===== src/rtl/iissue_unit.sv =====
`timescale 1ns/1ps
`default_nettype none
// ============================================================================
// Module      : iissue_unit
// Description : In-order instruction issue stage. Buffers fetched vector
//               instructions, checks a 32-entry register scoreboard and
//               issues hazard-free heads to the execution unit.
// Revision    : 1.0 - initial release
// ============================================================================
module iissue_unit #(
    parameter int DEPTH = 4,
    parameter int CNT_W = 16
) (
    input  logic             clk,
    input  logic             reset,
    input  logic             fetch_valid,
    input  logic [31:0]      fetch_instr,
    output logic             fetch_ready,
    input  logic             flush,
    output logic             issue_valid,
    input  logic             issue_ready,
    output logic [5:0]       issue_opcode,
    output logic [4:0]       issue_vd,
    output logic [4:0]       issue_vs1,
    output logic [4:0]       issue_vs2,
    output logic [10:0]      issue_imm,
    input  logic             wb_valid,
    input  logic [4:0]       wb_vd,
    output logic [CNT_W-1:0] issued_count,
    output logic [CNT_W-1:0] stall_count
);

    localparam int                 c_ptr_w = $clog2(DEPTH);
    localparam int                 c_cnt_w = c_ptr_w + 1;
    localparam logic [c_cnt_w-1:0] c_full  = c_cnt_w'(DEPTH);

    logic [31:0]        r_mem [DEPTH];
    logic [c_ptr_w-1:0] r_wr;
    logic [c_ptr_w-1:0] r_rd;
    logic [c_cnt_w-1:0] r_count;
    logic [31:0]        r_busy;
    logic [CNT_W-1:0]   r_issued;
    logic [CNT_W-1:0]   r_stall;

    logic [31:0] w_head;
    logic        w_empty;
    logic [31:0] w_wb_mask;
    logic [31:0] w_set_mask;
    logic [31:0] w_busy_eff;
    logic        w_blocked;
    logic        w_push;
    logic        w_pop;

    assign w_head  = r_mem[r_rd];
    assign w_empty = (r_count == '0);

    // A same-cycle writeback releases its register before the hazard check.
    assign w_wb_mask  = wb_valid ? (32'd1 << wb_vd) : 32'd0;
    assign w_busy_eff = r_busy & ~w_wb_mask;
    assign w_blocked  = w_busy_eff[w_head[20:16]] | w_busy_eff[w_head[15:11]]
                      | w_busy_eff[w_head[25:21]];

    // Ready looks only at the registered count, so a pop on a full queue
    // does not open a slot until the following cycle.
    assign fetch_ready = reset && (r_count < c_full) && !flush;
    assign issue_valid = !w_empty && !w_blocked && !flush;

    // NOP words complete the handshake but never occupy a slot.
    assign w_push     = fetch_valid && fetch_ready && (fetch_instr[31:26] != 6'h00);
    assign w_pop      = issue_valid && issue_ready;
    assign w_set_mask = w_pop ? (32'd1 << w_head[25:21]) : 32'd0;

    assign issue_opcode = w_head[31:26];
    assign issue_vd     = w_head[25:21];
    assign issue_vs1    = w_head[20:16];
    assign issue_vs2    = w_head[15:11];
    assign issue_imm    = w_head[10:0];
    assign issued_count = r_issued;
    assign stall_count  = r_stall;

    // Queue storage: cleared on reset so the head fields read zero when idle.
    always_ff @(posedge clk or negedge reset) begin
        if (!reset) begin
            for (int i = 0; i < DEPTH; i++) begin
                r_mem[i] <= 32'd0;
            end
        end else if (w_push) begin
            r_mem[r_wr] <= fetch_instr;
        end
    end

    // Queue pointers and occupancy; flush collapses the queue to empty.
    always_ff @(posedge clk or negedge reset) begin
        if (!reset) begin
            r_wr    <= '0;
            r_rd    <= '0;
            r_count <= '0;
        end else if (flush) begin
            r_rd    <= r_wr;
            r_count <= '0;
        end else begin
            if (w_push) begin
                r_wr <= r_wr + 1'b1;
            end
            if (w_pop) begin
                r_rd <= r_rd + 1'b1;
            end
            if (w_push && !w_pop) begin
                r_count <= r_count + 1'b1;
            end else if (w_pop && !w_push) begin
                r_count <= r_count - 1'b1;
            end
        end
    end

    // Scoreboard: writeback clears, issue sets, and set wins on a collision.
    // Flush leaves it alone since in-flight results still return.
    always_ff @(posedge clk or negedge reset) begin
        if (!reset) begin
            r_busy <= 32'd0;
        end else begin
            r_busy <= w_busy_eff | w_set_mask;
        end
    end

    // Saturating issue and stall status counters.
    always_ff @(posedge clk or negedge reset) begin
        if (!reset) begin
            r_issued <= '0;
            r_stall  <= '0;
        end else begin
            if (w_pop && (r_issued != '1)) begin
                r_issued <= r_issued + 1'b1;
            end
            if (!w_empty && w_blocked && !flush && (r_stall != '1)) begin
                r_stall <= r_stall + 1'b1;
            end
        end
    end

endmodule
`default_nettype wire

===== config.mk =====
export PLATFORM = sky130hd
export DESIGN_NAME = iissue_unit
export DESIGN_NICKNAME = d
export VERILOG_FILES = /design/src/rtl/iissue_unit.sv
export SDC_FILE = /design/constraint.sdc
export NUM_CORES = 1
export LEC_CHECK = 0
export BUFFER_PORTS_ARGS = -buffer_cell sky130_fd_sc_hd__buf_2
export CORE_ASPECT_RATIO = 1.25
export CORE_MARGIN = 2
export CORE_UTILIZATION = 50
export DETAILED_ROUTE_END_ITERATION = 16
export PLACE_DENSITY = 0.7
export REMOVE_ABC_BUFFERS = 1
export SLEW_MARGIN = 0
export SYNTH_ARGS = -nofsm -noshare
export SYNTH_HDL_FRONTEND = slang
export SYNTH_SLANG_ARGS = --single-unit

===== constraint.sdc =====
create_clock -name clk -period 7.04 [get_ports clk]
set_clock_uncertainty 0.1 [all_clocks]
set_input_delay 1.408 -clock clk [delete_from_list [all_inputs] [get_ports clk]]
set_output_delay 1.408 -clock clk [all_outputs]
set_load 0.005 [all_outputs]

# --- Word level (Yosys, flattened, before mapping) ---
# Cells that the tools add are included.
totals:
  n_memories: 0
  ram_bits: 0
  latch_bits: 0
  out_inout_bits: 66
  elab_cells: 78
  ff_bits: 199
  rom_bits: 0
classes:
  bitwise: 8
  n_reduce_logical: 24
  eq_ne: 2
  mul: 0
  n_div: 0
  n_lt_le_gt_ge: 7
  n_shift: 2
  mux: 19
  n_addsub: 6
ops:
  columns: ["op", "n"]
  rows:
  - ["$mux W32", 5]
  - ["$bwmux W128", 1]
  - ["$bmux W32 S2", 1]
  - ["$demux W32 S2", 1]
  - ["$shl A1 B5 Y32 const A", 2]
  - ["$add A16 B1 Y16 const B", 2]
  - ["$and A32 B32 Y32", 1]
  - ["$ne A16 B16 Y1 const B", 2]
  - ["$not A32 Y32", 1]
  - ["$or A32 B32 Y32", 1]
  - ["$lt A5 B6 Y1 const B", 3]
  - ["$bmux W1 S5", 3]
  - ["$logic_and A1 B1 Y1", 14]
  - ["$mux W3", 3]
  - ["$ge A3 B3 Y1 const B", 2]
  - ["$not A2 Y3", 2]
  - ["$reduce_bool A6 Y1", 1]
  - ["$logic_not A1 Y1", 5]
  - ["$add A2 B1 Y2 const B", 2]
  - ["$mux W2", 2]
  - ["$add A3 B1 Y3 const B", 1]
  - ["$logic_not A3 Y1", 1]
  - ["$lt A3 B1 Y1 const B", 1]
  - ["$lt A3 B3 Y1 const B", 1]
  - ["7 further kinds", 10]

# --- Depth between registers and ports, before layout ---
# Gate-level depths: netlist of run 1.
depth:
  depth_word: 16
  depth_mapped: 18

# --- Least setup slack after synthesis of run 1 ---
# Ideal clock, no wire load.
synth_path:
  path_kind: "input port to output port"
  startpoint: "input port wb_valid"
  endpoint: "output port issue_valid"
  arrival_ns: 3.508
  required_ns: 5.532
  n_path_buf: 2
  path_slack_ns: 2.024
  path_stages: 10
  cell_sequence: "clkbuf_1 or4b_2 buf_1 nand2b_1 o221ai_1 o21ai_1 o22ai_1 a211oi_2 and2_1 and3_1"
synth_between:
  elab_chain_len: 10
  word_cells_on_any_way: 14
  classes_between: "mux: 7; bitwise: 4; reduce/logical: 3"
synth_lines:
  columns: ["item", "line", "source"]
  rows:
  - ["start, declared", "27", "input logic wb_valid,"]
  - ["$mux W32 *", "58", "assign w_wb_mask = wb_valid ? (32'd1 << wb_vd) : 32'd0;"]
  - ["$not A32 Y32 *", "59", "assign w_busy_eff = r_busy & ~w_wb_mask;"]
  - ["$and A32 B32 Y32 *", "59", null]
  - ["$bmux W1 S5", "60", "assign w_blocked = w_busy_eff[w_head[20:16]] | w_busy_eff[w_head[15:11]]"]
  - ["$mux W1 (not written as such)", "60", null]
  - ["$or A1 B1 Y1", "60", null]
  - ["$or A1 B1 Y1 *", "61", "| w_busy_eff[w_head[25:21]];"]
  - ["$logic_not A1 Y1 *", "66", "assign issue_valid = !w_empty && !w_blocked && !flush;"]
  - ["$logic_and A1 B1 Y1 * (2 in series)", "66", null]
  - ["end, declared", "20", "output logic issue_valid,"]
# Every way passes the cells marked *; elsewhere a longest branch is shown, timed or not. The select of a mux whose other input is x is not followed.

# --- Worst setup path in the final report of run 1 ---
layout_path:
  startpoint: "register r_rd[0]"
  endpoint: "output port issue_valid"
layout_between:
  elab_chain_len: 11
  word_cells_on_any_way: 15
  classes_between: "mux: 9; bitwise: 3; reduce/logical: 3"
layout_lines:
  columns: ["item", "line", "source"]
  rows:
  - ["start, declared", "39", "logic [c_ptr_w-1:0] r_rd;"]
  - ["start signal, assigned", "99", "r_rd <= r_wr;"]
  - ["start signal, assigned", "106", "r_rd <= r_rd + 1'b1;"]
  - ["$not A2 Y3 (not written as such) *", "54", "assign w_head = r_mem[r_rd];"]
  - ["$bmux W32 S2 *", "54", null]
  - ["$mux W32 (not written as such) * (2 in series)", "54", null]
  - ["$bmux W1 S5", "60", null]
  - ["$mux W1 (not written as such)", "60", null]
  - ["$or A1 B1 Y1", "60", null]
  - ["$or A1 B1 Y1 *", "61", null]
  - ["$logic_not A1 Y1 *", "66", null]
  - ["$logic_and A1 B1 Y1 * (2 in series)", "66", null]
# Marked as above.

==> results of run 1 <==
## flip-flops by register name, indices dropped and copies added (netlist names)
| register | cells |
|---|---|
| r_busy | 32 |
| r_rd | 2 |
| r_mem | 128 |
| r_wr | 2 |
| r_count | 3 |
| stall_count | 16 |
| issued_count | 16 |
## metrics by stage
stage	total power [µW]	utilization, %	setup slack, ns
final	5381	57.92	1.296
after global routing	5699	57.92	0.9752
after CTS	5404	57.91	1.263
after detailed placement	4376	54.86	1.640
after global placement	4337	54.86	1.699
after floorplan	3561	-	1.575
## routing by layer
layer / share of wire, % / up-vias
met2: 50 / 248
met4: 4.9 / 0
met3: 5.0 / 80
li1: - / 3322
met1: 40 / 3723
met5: 0 / -
## cell usage in the layout, fill, tap and decap left out, drive strengths merged, types with 20 or more instances in the layout
cell   Yosys  final
buf       31    118
dfrtp    199    199
inv       14     21
mux2     133    133
mux2i     49     49
mux4      35     35
nand2     44     44
nand3     25     25
nor2      28     28
o21ai     64     64
xnor2     20     20
## cell type report
cell class,count,area share [%]
Sequential cell,199,42.47
Antenna cell,1,0.02134
Inverter,14,0.4481
Timing Repair Buffer,119,5.388
Clock inverter,14,1.600
Clock buffer,18,3.659
Tap cell,270,2.881
Multi-Input combinational cell,578,43.53
## power by group
group | leakage [µW] | switching, µW | internal [µW]
clock network | 0.000295 | 468 | 544
registers | 0.00254 | 295 | 1580
logic | 0.00231 | 1330 | 1160
total | 0.00514 | 2090 | 3290
## worst paths after layout
check | start | to | cells past startpoint
worst min register to register | issued_count[7] | issued_count[7] | 1
min in group asynchronous | reset | r_mem[34] | 1
worst min-delay path | issued_count[7] | issued_count[7] | 1
worst max register to register | r_rd[0] | r_count[2] | 13
worst max-delay path | r_rd[0] | issue_valid | 9
max in group asynchronous | reset | r_rd[0] | 2
## kinds of logic (layout without fill, tap and decap cells)
kind of cell | after synthesis | after routing | synth area share (%)
flip-flops | 199 | 199 | 48.02
adder cells (fa/ha/maj) | 7 | 7 | 0.9169
multiplexers | 217 | 217 | 26.89
AO/OA/AOI/OAI | 131 | 131 | 8.493
buffers and inverters | 64 | 165 | 2.763
other | 0 | 1 | 0
AND/OR/NAND/NOR | 187 | 187 | 9.627
XOR/XNOR | 36 | 36 | 3.294
## worst register-to-register path, delay by kind of cell (launching register included)
| family | cells | cell delay [ns] |
|---|---|---|
| compound gates | 4 | 1.23 |
| buf+inv | 1 | 0.07 |
| flops | 1 | 0.74 |
| fa+ha+maj | 1 | 0.38 |
| mux | 1 | 0.89 |
| xor+xnor | 1 | 0.33 |
| simple gates | 5 | 1.06 |
==> flow_summary_export.csv, run 1 <==
group,metric,value,unit
timing,fin_crit_sh,81.60,%
die,die_area,21920,µm²
worst_setup_path,cp.arrival,4.24,ns
worst_setup_path,path_cells,"mux4_2 > xnor2_4 > nand2_1 > a222oi_1 > a21boi_0 > a211oi_2 > and2_1 > and3_1 > buf_2",
detailed_routing,first_iter_violations,595,
final_layout,area_growth_syn_to_layout,13.08,%
timing,period_minus_slack,5.744,ns
global_routing,grt_pass1_vias,7572,
worst_setup_path,critical-path-slowest-cell,"mux4_2",
flow_run,drv_cap,0,
placed_design,io_buffers,108,
timing,relSlewSlack,40.58,%
timing,fmax,174.1,MHz
placed_design,dpl-instance-area,11110,µm²
clock_tree,clock_sinks,199,
detailed_routing,viasPerCell,6.078,
final_layout,regArea,4981,µm²
global_routing,grt_use_met2,39.87,%
die,ios,109,
timing,rsz0062_at_grt,"no",
worst_setup_path,worst-path-max-fanout,18,
detailed_routing,wire_per_inst,20.42,µm
global_routing,grt_max_degree,73,
detailed_routing,final_antenna_net_count,0,
timing,hold_violations,0,
timing,fin_tns_setup,0,ns
clock_tree,htreeDepth,4,
worst_setup_path,start_kind,"flip-flop",
synthesis,synth.largest_area_cell,"dfrtp_1",
detailed_routing,wirelength,24770,µm
die,initial_utilization,51.22,%
global_routing,grtUsageTotal,23.37,%
synthesis,yosysWarningCount,0,
timing,finalSetupViolations,0,
global_routing,grt_first_pass_wirelength,40070,µm
clock_tree,insertion_delay,0.43,ns
final_layout,final_area,11730,µm²
clock_tree,cts_buffers,17,
final_layout,nFillCells,1662,
worst_setup_path,crit_buf_inv,1,
worst_setup_path,path_delay_family,"compound AO/OA/AOI/OAI gates",
timing,finalMaxSlewViolations,0,
synthesis,synth.distinct_cells,71,
synthesis,syn_inst,841,
worst_setup_path,endpoint_kind,"output port",
run_status,status,"finished, final reports clean",
global_routing,antenna_found_initial,1,
synthesis,synth-edff-count,0,
synthesis,syn-cell-area,10370,µm²
final_layout,drive_above_1_share,35.35,%
power,powerDensity,458.8,nW/µm²
clock_tree,hold_buffers,0,
worst_hold_path,worstHoldPathType,"flip-flop to flip-flop",
worst_setup_path,slowest_delay,0.88,ns
die,die_w,132.8,µm
synthesis,yosysSeqAreaShare,48.02,%
global_routing,use_met3,4.174,%
die,rows,58,
detailed_routing,vias,7373,
power,leakage,0.005143,µW
global_routing,busiest_layer,"met2",
clock_tree,root_buffer,"clkbuf_16",
detailed_routing,drc,0,
timing,hold_ws,0.3840,ns
worst_setup_path,crit_required,5.53,ns
die,design.core.area,20250,µm²
synthesis,avgSynthCellArea,12.33,µm²
clock_tree,cts_tree,"done",
clock_tree,clkTransAtPathRegs,0.08,ns
synthesis,synthTopCellsByCount,"dfrtp_1, mux2_2, o21ai_0",
worst_setup_path,critPathKind,"flip-flop to output port",
placed_design,gp_congestion,0.9427,
final_layout,multiInputGateArea,5105,µm²
synthesis,synth-main-ff-cell,"dfrtp_1",
synthesis,ys_ff_latch,199,
synthesis,postSynth.asyncResetShare,100.0,%
clock_tree,cts_buffer_depth,2,
final_layout,fin_nets,979,
final_layout,fin_cells,1213,
clock_tree,cts_setup_buffers,0,
die,die_y,165.0,µm
timing,worst_pin_slew,0.8913,ns
synthesis,yosysMostFrequentCell,"dfrtp_1",
placed_design,dp_hpwl,17330,µm
power,ir_worst_vdd,0.2136,mV
global_routing,use_met1,28.54,%
synthesis,synthTopCellsByArea,"dfrtp_1, mux2_2, mux4_2",
global_routing,grt_overflow,0,
clock_tree,cts_resized,0,
placed_design,placed_cells,1180,
detailed_routing,firstDrtPassIters,7,
synthesis,synth_top_area_share,48.02,%
worst_setup_path,r2r_setup_slack,2.10,ns
Power figures use the tool's default switching activity.
==> inputs of run 2 (changes only) <==
==> constraint.sdc (replaced) <==
create_clock -name clk -period 5.7 [get_ports clk]
set_clock_uncertainty 0.1 [all_clocks]
set_input_delay 1.14 -clock clk [delete_from_list [all_inputs] [get_ports clk]]
set_output_delay 1.14 -clock clk [all_outputs]
set_load 0.005 [all_outputs]
==> run 2 against run 1 <==
Against the previous run:
- power increased by 23%
- hold slack improved by 0.0030 ns
- utilization unchanged
- critical endpoint unchanged
==> flow_summary_export.csv, run 2 (synthesis gave the netlist of run 1 again) <==
group,metric,value,unit
worst_setup_path,start_kind,"flip-flop",
detailed_routing,firstDrtPassIters,5,
detailed_routing,wire_per_inst,20.76,µm
clock_tree,cts_buffers,17,
final_layout,multiInputGateArea,5105,µm²
clock_tree,cts_buffer_depth,2,
final_layout,largest_register,"r_mem",
final_layout,area_growth_syn_to_layout,13.08,%
timing,rsz0062_at_grt,"no",
final_layout,fin_nets,981,
clock_tree,clkTransAtPathRegs,0.07,ns
final_layout,nFillCells,1689,
final_layout,regArea,4981,µm²
final_layout,final_common_cell,"dfrtp_1",
die,initial_utilization,51.22,%
worst_setup_path,r2r_end,"r_count[2]",
die,rows,58,
worst_setup_path,critical-path-slowest-cell,"mux4_2",
timing,fin_tns_setup,0,ns
worst_setup_path,path_delay_family,"multiplexers",
power,p_total,6637,µW
timing,worst_pin_slew,0.7177,ns
global_routing,grt_pass1_vias,7512,
clock_tree,cts_resized,0,
timing,relSlewSlack,52.15,%
placed_design,io_buffers,108,
final_layout,top_regs,"r_mem (128), r_busy (32)",
power,leakage,0.005150,µW
worst_setup_path,crit_required,4.46,ns
clock_tree,hold_buffers,0,
clock_tree,htreeDepth,4,
die,die_area,21920,µm²
worst_setup_path,reg2reg_depth,14,
die,design.core.area,20250,µm²
timing,fmax,191.0,MHz
worst_setup_path,r2r_setup_slack,0.83,ns
worst_setup_path,crit_path_start,"r_rd[0]",
power,ir_worst_vdd,0.2800,mV
clock_tree,cts_setup_buffers,0,
detailed_routing,drc,0,
clock_tree,cts_tree,"done",
worst_setup_path,endpoint,"issue_valid",
timing,finalMaxSlewViolations,0,
die,die_w,132.8,µm
timing,hold_ws,0.3870,ns
worst_setup_path,cp.arrival,4.00,ns
placed_design,gp_congestion,0.9793,
run_status,status,"finished, final reports clean",
worst_setup_path,cp.depth,10,
worst_setup_path,r2r-start,"r_rd[0]",
global_routing,antenna_found_initial,2,
worst_setup_path,critPathKind,"flip-flop to output port",
final_layout,final_area,11730,µm²
final_layout,drive_above_1_share,35.49,%
detailed_routing,vias,7422,
timing,hold_violations,0,
flow_run,drv_cap,0,
global_routing,grt_max_degree,90,
placed_design,dp_hpwl,17560,µm
worst_setup_path,crit_buf_inv,2,
power,powerDensity,565.9,nW/µm²
worst_hold_path,worstHoldPathType,"flip-flop to flip-flop",
worst_setup_path,slowest_delay,0.82,ns
detailed_routing,final_antenna_net_count,0,
clock_tree,clock_sinks,199,
worst_setup_path,endpoint_kind,"output port",
detailed_routing,wirelength,25260,µm
global_routing,grtUsageTotal,23.93,%
die,die_y,165.0,µm
detailed_routing,viasPerCell,6.099,
worst_setup_path,worst-path-max-fanout,23,
clock_tree,root_buffer,"clkbuf_16",
clock_tree,insertion_delay,0.43,ns
timing,finalSetupViolations,0,
timing,period_minus_slack,5.235,ns
die,ios,109,
worst_setup_path,path_cells,"buf_4 > mux4_2 > xnor2_1 > a311oi_1 > nor3_1 > o311ai_0 > a211oi_2 > and2_1 > and3_1 > buf_2",
final_layout,largest_reg_flops,128,
detailed_routing,first_iter_violations,513,
global_routing,grt_first_pass_wirelength,40850,µm
timing,fin_crit_sh,91.84,%
global_routing,grt_overflow,0,
placed_design,dpl-instance-area,11120,µm²
final_layout,layout_common_cells,"dfrtp_1, mux2_2, buf_2",
[run 2: area by class of cell]
type | instances | share of cell area, %
Clock inverter | 14 | 1.430
Multi-Input combinational cell | 578 | 43.53
Timing Repair Buffer | 121 | 5.516
Antenna cell | 3 | 0.06401
Inverter | 14 | 0.4481
Tap cell | 270 | 2.881
Clock buffer | 18 | 3.659
Sequential cell | 199 | 42.47
[run 2: worst min path at each step]
stage                    start              end  slack, ns  cells past startpoint
3_3_place_gp   issued_count[9]  issued_count[9]       0.37                      1
3_5_place_dp   issued_count[7]  issued_count[7]       0.38                      1
4_1_cts        issued_count[7]  issued_count[7]       0.39                      1
2_1_floorplan       r_count[0]       r_count[0]       0.37                      1
5_1_grt        issued_count[7]  issued_count[7]       0.39                      1
6_report       stall_count[15]  stall_count[15]       0.39                      1
[run 2: power breakdown]
group | total, µW | internal, µW | leakage, µW | switching (µW)
clock network | 1220 | 662 | 0.000293 | 560
registers | 2310 | 1950 | 0.00254 | 356
logic | 3110 | 1440 | 0.00232 | 1660
[run 2: through the flow]
stage / setup slack, ns / util, % / std cells
after global placement: 0.9134 / 54.94 / 1182
final: 0.4649 / 57.92 / 1217
after detailed placement: 0.8710 / 54.94 / 1182
after CTS: 0.4328 / 57.89 / 1214
after global routing: 0.1523 / 57.90 / 1215
after floorplan: 0.5032 / - / 791
[run 2: per-layer routing]
layer	track usage, %	part of all wire, %
met1	30.13	41
met2	39.21	50
met3	4.481	4.8
met4	13.44	4.6
met5	0	0
